### src/rtl/gpi_debounce_pkg.sv
// gpi_debounce shared constants and types.
// Used by the debouncer top and its per-channel slice.
package gpi_debounce_pkg;

  localparam int DefaultTickCycles  = 50000;
  localparam int DefaultStableTicks = 10;
  localparam int MaxStableTicks     = 255;

  localparam int DebCntW = $clog2(MaxStableTicks + 1);

  typedef logic [DebCntW-1:0] deb_cnt_t;

endpackage

### src/rtl/gpi_debounce_chan.sv
// One debounced input channel: 2-flop sync, stability counter, level, edges.
// Edge registers exist only with GPI_DEBOUNCE_EDGE_EN defined.
module gpi_debounce_chan
  import gpi_debounce_pkg::*;
#(
  parameter int StableTicks = DefaultStableTicks
) (
  input  logic clk_sys_i,
  input  logic rst_sys_ni,
  input  logic tick_i,
  input  logic raw_i,
  output logic gp_o,
  output logic rise_o,
  output logic fall_o
);

  localparam int CntW =
    ($clog2(StableTicks + 1) < 1) ? 1 : $clog2(StableTicks + 1);
  localparam deb_cnt_t LastFull = deb_cnt_t'(StableTicks - 1);
  localparam logic [CntW-1:0] LastCnt = LastFull[CntW-1:0];

  logic [1:0]      sync_q;
  logic            sync;
  logic [CntW-1:0] cnt_q;
  logic [CntW-1:0] cnt_d;
  logic            gp_q;
  logic            gp_d;
  logic            match;
  logic            adv;
  logic            last;

  assign sync  = sync_q[1];
  assign match = (sync == gp_q);
  assign adv   = !match && tick_i;
  assign last  = (cnt_q == LastCnt);

  // Two-flop synchroniser for the asynchronous pin.
  always_ff @(posedge clk_sys_i or negedge rst_sys_ni) begin
    if (!rst_sys_ni) begin
      sync_q <= '0;
    end else begin
      sync_q <= {sync_q[0], raw_i};
    end
  end

  // Count ticks of continuous mismatch; accept the new level at the limit.
  always_comb begin
    cnt_d = cnt_q;
    gp_d  = gp_q;
    unique case (1'b1)
      match: cnt_d = '0;
      adv && last: begin
        gp_d  = sync;
        cnt_d = '0;
      end
      adv && !last: cnt_d = cnt_q + CntW'(1);
      default: ;
    endcase
  end

  // Counter and debounced level registers.
  always_ff @(posedge clk_sys_i or negedge rst_sys_ni) begin
    if (!rst_sys_ni) begin
      cnt_q <= '0;
      gp_q  <= 1'b0;
    end else begin
      cnt_q <= cnt_d;
      gp_q  <= gp_d;
    end
  end

  assign gp_o = gp_q;

`ifdef GPI_DEBOUNCE_EDGE_EN
  logic rise_q;
  logic fall_q;

  // Pulses line up with the cycle gp_o takes its new value.
  always_ff @(posedge clk_sys_i or negedge rst_sys_ni) begin
    if (!rst_sys_ni) begin
      rise_q <= 1'b0;
      fall_q <= 1'b0;
    end else begin
      rise_q <= gp_d & ~gp_q;
      fall_q <= ~gp_d & gp_q;
    end
  end

  assign rise_o = rise_q;
  assign fall_o = fall_q;
`else
  assign rise_o = 1'b0;
  assign fall_o = 1'b0;
`endif

endmodule

### src/rtl/gpi_debounce.sv
// GPI debouncer top: shared sample prescaler plus Width channels.
// Optional edge pulses: define GPI_DEBOUNCE_EDGE_EN.
module gpi_debounce
  import gpi_debounce_pkg::*;
#(
  parameter int Width       = 8,
  parameter int TickCycles  = DefaultTickCycles,
  parameter int StableTicks = DefaultStableTicks
) (
  input  logic             clk_sys_i,
  input  logic             rst_sys_ni,
  input  logic [Width-1:0] gp_raw_i,
  output logic [Width-1:0] gp_o,
  output logic [Width-1:0] rise_o,
  output logic [Width-1:0] fall_o,
  output logic             tick_o
);

  if (TickCycles < 1) begin : g_bad_tick
    $fatal(1, "gpi_debounce: TickCycles must be >= 1");
  end
  if (StableTicks < 1 || StableTicks > MaxStableTicks) begin : g_bad_st
    $fatal(1, "gpi_debounce: StableTicks must be 1..255");
  end

  localparam int PreW =
    (TickCycles > 1) ? $clog2(TickCycles) : 1;
  localparam logic [PreW-1:0] PreLast = PreW'(TickCycles - 1);

  logic [PreW-1:0] pre_q;
  logic            tick_q;

  // Free-running prescaler; tick is high the cycle after pre wraps.
  always_ff @(posedge clk_sys_i or negedge rst_sys_ni) begin
    if (!rst_sys_ni) begin
      pre_q  <= '0;
      tick_q <= 1'b0;
    end else if (pre_q == PreLast) begin
      pre_q  <= '0;
      tick_q <= 1'b1;
    end else begin
      pre_q  <= pre_q + PreW'(1);
      tick_q <= 1'b0;
    end
  end

  assign tick_o = tick_q;

  for (genvar i = 0; i < Width; i++) begin : g_chan
    gpi_debounce_chan #(
      .StableTicks(StableTicks)
    ) u_chan (
      .clk_sys_i (clk_sys_i),
      .rst_sys_ni(rst_sys_ni),
      .tick_i    (tick_q),
      .raw_i     (gp_raw_i[i]),
      .gp_o      (gp_o[i]),
      .rise_o    (rise_o[i]),
      .fall_o    (fall_o[i])
    );
  end

endmodule

### config.mk
export PLATFORM = sky130hd
export DESIGN_NAME = gpi_debounce
export DESIGN_NICKNAME = d
export VERILOG_FILES = /design/src/rtl/gpi_debounce_pkg.sv /design/src/rtl/gpi_debounce_chan.sv /design/src/rtl/gpi_debounce.sv
export SDC_FILE = /design/constraint.sdc
export NUM_CORES = 1
export LEC_CHECK = 0
export BUFFER_PORTS_ARGS = -buffer_cell sky130_fd_sc_hd__buf_2
export CAP_MARGIN = 20
export CORE_MARGIN = 10
export CORE_UTILIZATION = 45
export CTS_CLUSTER_SIZE = 14
export DETAILED_ROUTE_END_ITERATION = 8
export GPL_TIMING_DRIVEN = 1
export SYNTH_ARGS = -nofsm -noshare
export SYNTH_HDL_FRONTEND = slang
export SYNTH_SLANG_ARGS = --single-unit
### constraint.sdc
create_clock -name clk_sys_i -period 3.6 [get_ports clk_sys_i]
set_clock_uncertainty 0.05 [all_clocks]
set_input_delay 0.36 -clock clk_sys_i [delete_from_list [all_inputs] [get_ports clk_sys_i]]
set_output_delay 0.36 -clock clk_sys_i [all_outputs]
set_load 0.02 [all_outputs]
Yosys cells after proc, flatten, opt, wreduce, memory -nomap -nowiden
Index checks and enable logic that the tools add are counted.
Cells by class
  multiplexer cells: 10
  order comparisons: 0
  div/mod/pow operators: 0
  shifts and indexed selects: 0
  equal/unequal tests: 17
  add/sub/neg operators: 9
  multiply operators: 0
  reduce and logical (&&, ||, !) cells: 56
  bitwise logic cells: 0
Operator list (number)
  4-bit one-hot mux with 2 select lines: 8
  4-bit by 1-bit adder with 4-bit output, second input constant: 8
  4-bit equality test, second input constant: 8
  1-bit logical AND: 24
  16-bit by 1-bit adder with 16-bit output, second input constant: 1
  16-bit equality test, second input constant: 1
  1-bit zero test: 16
  16-bit two-way mux: 1
  2-bit nonzero test: 8
  2-bit OR reduction: 8
  1-bit equality test: 8
  1-bit two-way mux: 1
Storage, ports and cells
  input bits: 10
  logic and storage cells: 118
  bits in registers: 73
  latch bits: 0
  output and inout bits: 25
  memories kept: 0
  memory bits (writable): 0
  memory bits (read-only): 0

Longest topological paths before layout
  depth after elaboration: 6
  mapped depth: 6
  depth with buffers taken out: 6

Modules after synthesis
From an unflattened synthesis, not the netlist that was laid out.
Second synthesis, totals
  cell total of the unflattened synthesis: 347
  area, all modules: 3739.8 um2
By module, submodules not included
  gpi_debounce_chan at g_chan[0].u_chan ...: sequential area each 175.2 um2, times used 7, cells an instance 35, area each 370.4 um2
  gpi_debounce: sequential area each 425.4 um2, times used 1, cells an instance 68, area each 787.0 um2
  gpi_debounce_chan at g_chan[3].u_chan: sequential area each 175.2 um2, times used 1, cells an instance 34, area each 360.3 um2

Worst setup path before layout
Ideal clock, no wire load.
  path type: register to register
  start: register tick_q (netlist: tick_o)
  end: register g_chan[2].u_chan.cnt_q[1]
  library setup time: 130 ps
  stages on the path, launching flop included: 7
  slack: 2091 ps
  arrival time: 1329 ps
  buffers on the path: 2
  required time: 3420 ps
  clock period less this slack: 1509 ps
  cell sequence: dfrtp_1 > inv_2 > clkbuf_1 > clkbuf_1 > nor3_1 > a21oi_1 > nor2_1
On the way
  longest elaborated chain between the ends: 4
  elaborated cells on any way between the ends: 6
  classes of those cells: mux (1); reduce/logical (5)
RTL lines
  start: declaration: RTL line gpi_debounce.sv:31  | logic tick_q;
  start signal: assignment: RTL line gpi_debounce.sv:37  | tick_q <= 1'b0;
  start signal: assignment: RTL line gpi_debounce.sv:40  | tick_q <= 1'b1;
  start signal: assignment: RTL line gpi_debounce.sv:43  | tick_q <= 1'b0;
  1-bit logical AND (*): RTL line gpi_debounce_chan.sv:34  | assign adv = !match && tick_i;
  1-bit logical AND: RTL line gpi_debounce_chan.sv:52  | adv && last: begin
  2-bit OR reduction (no line)
  4-bit one-hot mux with 2 select lines / 2-bit nonzero test (equally long branches)
  end signal: assignment: RTL line gpi_debounce_chan.sv:67  | cnt_q <= cnt_d;
  end: declaration: RTL line gpi_debounce_chan.sv:24  | logic [CntW-1:0] cnt_q;
Mark *: on every way between the ends. The rest lies on a longest branch, timed or not.
A chain may end at the register's enable or synchronous reset.

Worst setup path after layout
  start: register tick_q (netlist: tick_o)
  end: register g_chan[4].u_chan.gp_q
On the way
  longest elaborated chain between the ends: 2
RTL lines
  1-bit logical AND: RTL line gpi_debounce_chan.sv:34
  1-bit logical AND: RTL line gpi_debounce_chan.sv:52
  end signal: assignment: RTL line gpi_debounce_chan.sv:68  | gp_q <= gp_d;
  end: declaration: RTL line gpi_debounce_chan.sv:26  | logic gp_q;
No other way between the ends.

==> qor.yml <==
fin_nets: 372
setup-violations-final: 0
via_per_inst: 5.018
rows: 31
postPlaceCellArea_um2: 3565
pwr-share-comb: 0.030
synth_top_area_frac: 0.5257
grt_remaining_overflow: 0
coreArea_um2: 7370
power.switching_mw: 0.3519
cts_hold_buffers: 0
die_area_um2: 11640
place.gp.congestion: 0.7847
r2r_start: "tick_o"
seqPwrFrac: 0.483
worstPathMaxFanout: 25
die_h_um: 107.9
via_count: 2253
synth_area_leaders: "dfrtp_1, ha_1, buf_4"
clockBufferDepth: 2
grtUsageTotal: 0.1064
hold_start: "gp_raw_i[0]"
drt-pass1-iter-count: 4
cap_violations: 0
area_growth_pct: 11.09
port_buffers: 18
slew_violations: 0
cts-root-buf: "clkbuf_8"
seq_area_frac_synth: 0.5257
layout_common_cells: "dfrtp_1, nand2_1, nor2_1"
hp-class: "primary input to register"
rsz0062_at_grt: "false"
p_int_mw: 1.372
grt_pass1_vias: 2275
post_cts_resized: 0
cts-buffers-inserted: 9
syn_area_um2: 3475
yosysTopAreaCell: "dfrtp_1"
p_leak_nw: 1.800
final_common_cell: "dfrtp_1"
swShare: 0.2042
wl_per_cell_um: 12.74
io_pins: 35
drive_gt1_frac: 0.1429
grt_pass1_wl_um: 10130
grt_max_degree: 47
tns_ns: 0
p_per_area_nw_per_um2: 446.5
diodes: 0
crit_slowest_cell: "dfrtp_1"
fmax_ghz: 0.5434
ir_worst_vdd_uv: 223.2
cts_tree: "yes"
ant_nets: 0
antenna_found_initial: 0
cts_setup_buffers: 0
drt_iter0_drc: 80
fillers: 654
finalCriticalPeriod_ns: 1.840
initial_utilization: 0.4715
syn_inst: 325
clock_latency_ns: 0.34
h-tree-depth: 3
worstSetupEndpointType: "register"
ys_ff_latch: 73
cp_cell_sequence: "inv_2 > or3_1 > mux2_2"
cp-start-kind: "register"
status: "finished clean"
worstPathRequired_ns: 3.77
cts.clk_slew.worst_paths_ns: 0.08
clkPwrFrac: 0.487
cts.sinks: 73
final_cell_area_um2: 3860
syn_avg_cell_area_um2: 10.69
routed_wl_um: 5722
die_w_um: 107.9
arrival_ns: 2.01
cpPeakStageDelay_ns: 0.66
critPathLaunch: "tick_o"
ys_warn_count: 0
fin_crit_sh: 0.5112
finalHoldViolCount: 0
remaining_drc_errors: 0
dp_hpwl_um: 4100
path_class: "register to register"
ys_types: 38
through the flow:
step                  util  total power, mW  cells  setup slack, ns  hold slack [ns]
floorplan                -           0.8849    340            2.091          0.01441
global placement    0.4837           0.8974    431            1.816           0.2824
detailed placement  0.4837           0.8977    431            1.705           0.2855
CTS                 0.5197            1.746    447            1.712          0.05538
global route        0.5238            1.788    449            1.587          0.04380
finish              0.5238            1.724    449            1.760          0.07187
power by group through the flow:
stage | clock [mW] | combinational [mW] | sequential [mW]
CTS | 0.865 | 0.0486 | 0.833
global placement | 0 | 0.0485 | 0.849
floorplan | 0 | 0.0370 | 0.848
global route | 0.897 | 0.0582 | 0.834
finish | 0.840 | 0.0511 | 0.833
detailed placement | 0 | 0.0485 | 0.849
sequential cells by signal, indices dropped and copies added, names as in the netlist:
register / count
g_chan.u_chan.gp_o: 8
pre_q: 16
g_chan.u_chan.sync_q: 16
g_chan.u_chan.cnt_q: 32
tick_o: 1
area by class of cell:
| class | instances | area, µm² | area share |
|---|---|---|---|
| well taps | 99 | 123.9 | 0.03209 |
| inverters | 18 | 67.56 | 0.01750 |
| clock inverters | 7 | 141.4 | 0.03663 |
| multi-input cells | 221 | 1441 | 0.3734 |
| repair buffers | 22 | 135.1 | 0.03501 |
| flip-flops and latches | 73 | 1827 | 0.4733 |
| clock buffers | 9 | 123.9 | 0.03209 |
worst max-delay path, delay by kind of cell, from the launching register on:
kind | cells | cell delay (ns)
buffers and inverters | 1 | 0.30
DFF | 1 | 0.66
muxes | 1 | 0.27
and+or+nand+nor | 1 | 0.44
kinds of logic after synthesis:
| family | synth area share |
|---|---|
| fa+ha+maj | 0.06122 |
| simple gates | 0.1595 |
| compound gates | 0.09291 |
| flops | 0.5257 |
| mux | 0.02593 |
| other cells | 0.001079 |
| buf+inv | 0.07562 |
| xor+xnor | 0.05798 |
cell usage after synthesis:
master	count
a211o_1	4
a21o_1	1
a21oi_1	7
and2_1	7
and3_1	1
and3b_1	1
and4_1	1
buf_4	24
clkbuf_1	4
conb_1	1
dfrtp_1	73
ha_1	17
inv_1	17
inv_2	1
mux2_2	8
nand2_1	32
nand3_1	12
nand3_4	1
nand3b_1	2
nand4_1	2
nand4_4	1
nor2_1	20
nor2b_1	1
nor3_1	12
nor3b_1	1
nor4_1	3
nor4b_1	1
o211ai_1	12
o21ai_0	14
o22ai_1	1
o2bb2ai_1	3
o31ai_1	7
or2_1	1
or2_2	2
or3_1	6
or4_1	1
xnor2_1	9
xor2_1	14
routing by layer:
metal  track usage  vias up  part of all wire
met3       0.04251        4             0.062
met1        0.1192     1090              0.43
met4       0.02958        0            0.0094
met2        0.1826       44              0.49
li1              -     1115                 -
met5             0        -                 0
path summary, 6_finish.rpt:
kind	to	slack [ns]	cells after the start
setup / recovery	g_chan[4].u_chan.gp_o	1.76	3
hold / removal	g_chan[0].u_chan.sync_q[0]	0.07	1
setup reg to reg	g_chan[4].u_chan.gp_o	1.76	3
hold reg to reg	g_chan[5].u_chan.sync_q[1]	0.30	0
max in group asynchronous	g_chan[4].u_chan.cnt_q[1]	2.60	3
min in group asynchronous	g_chan[5].u_chan.cnt_q[1]	0.40	2
(Power assumes the default switching activity.)
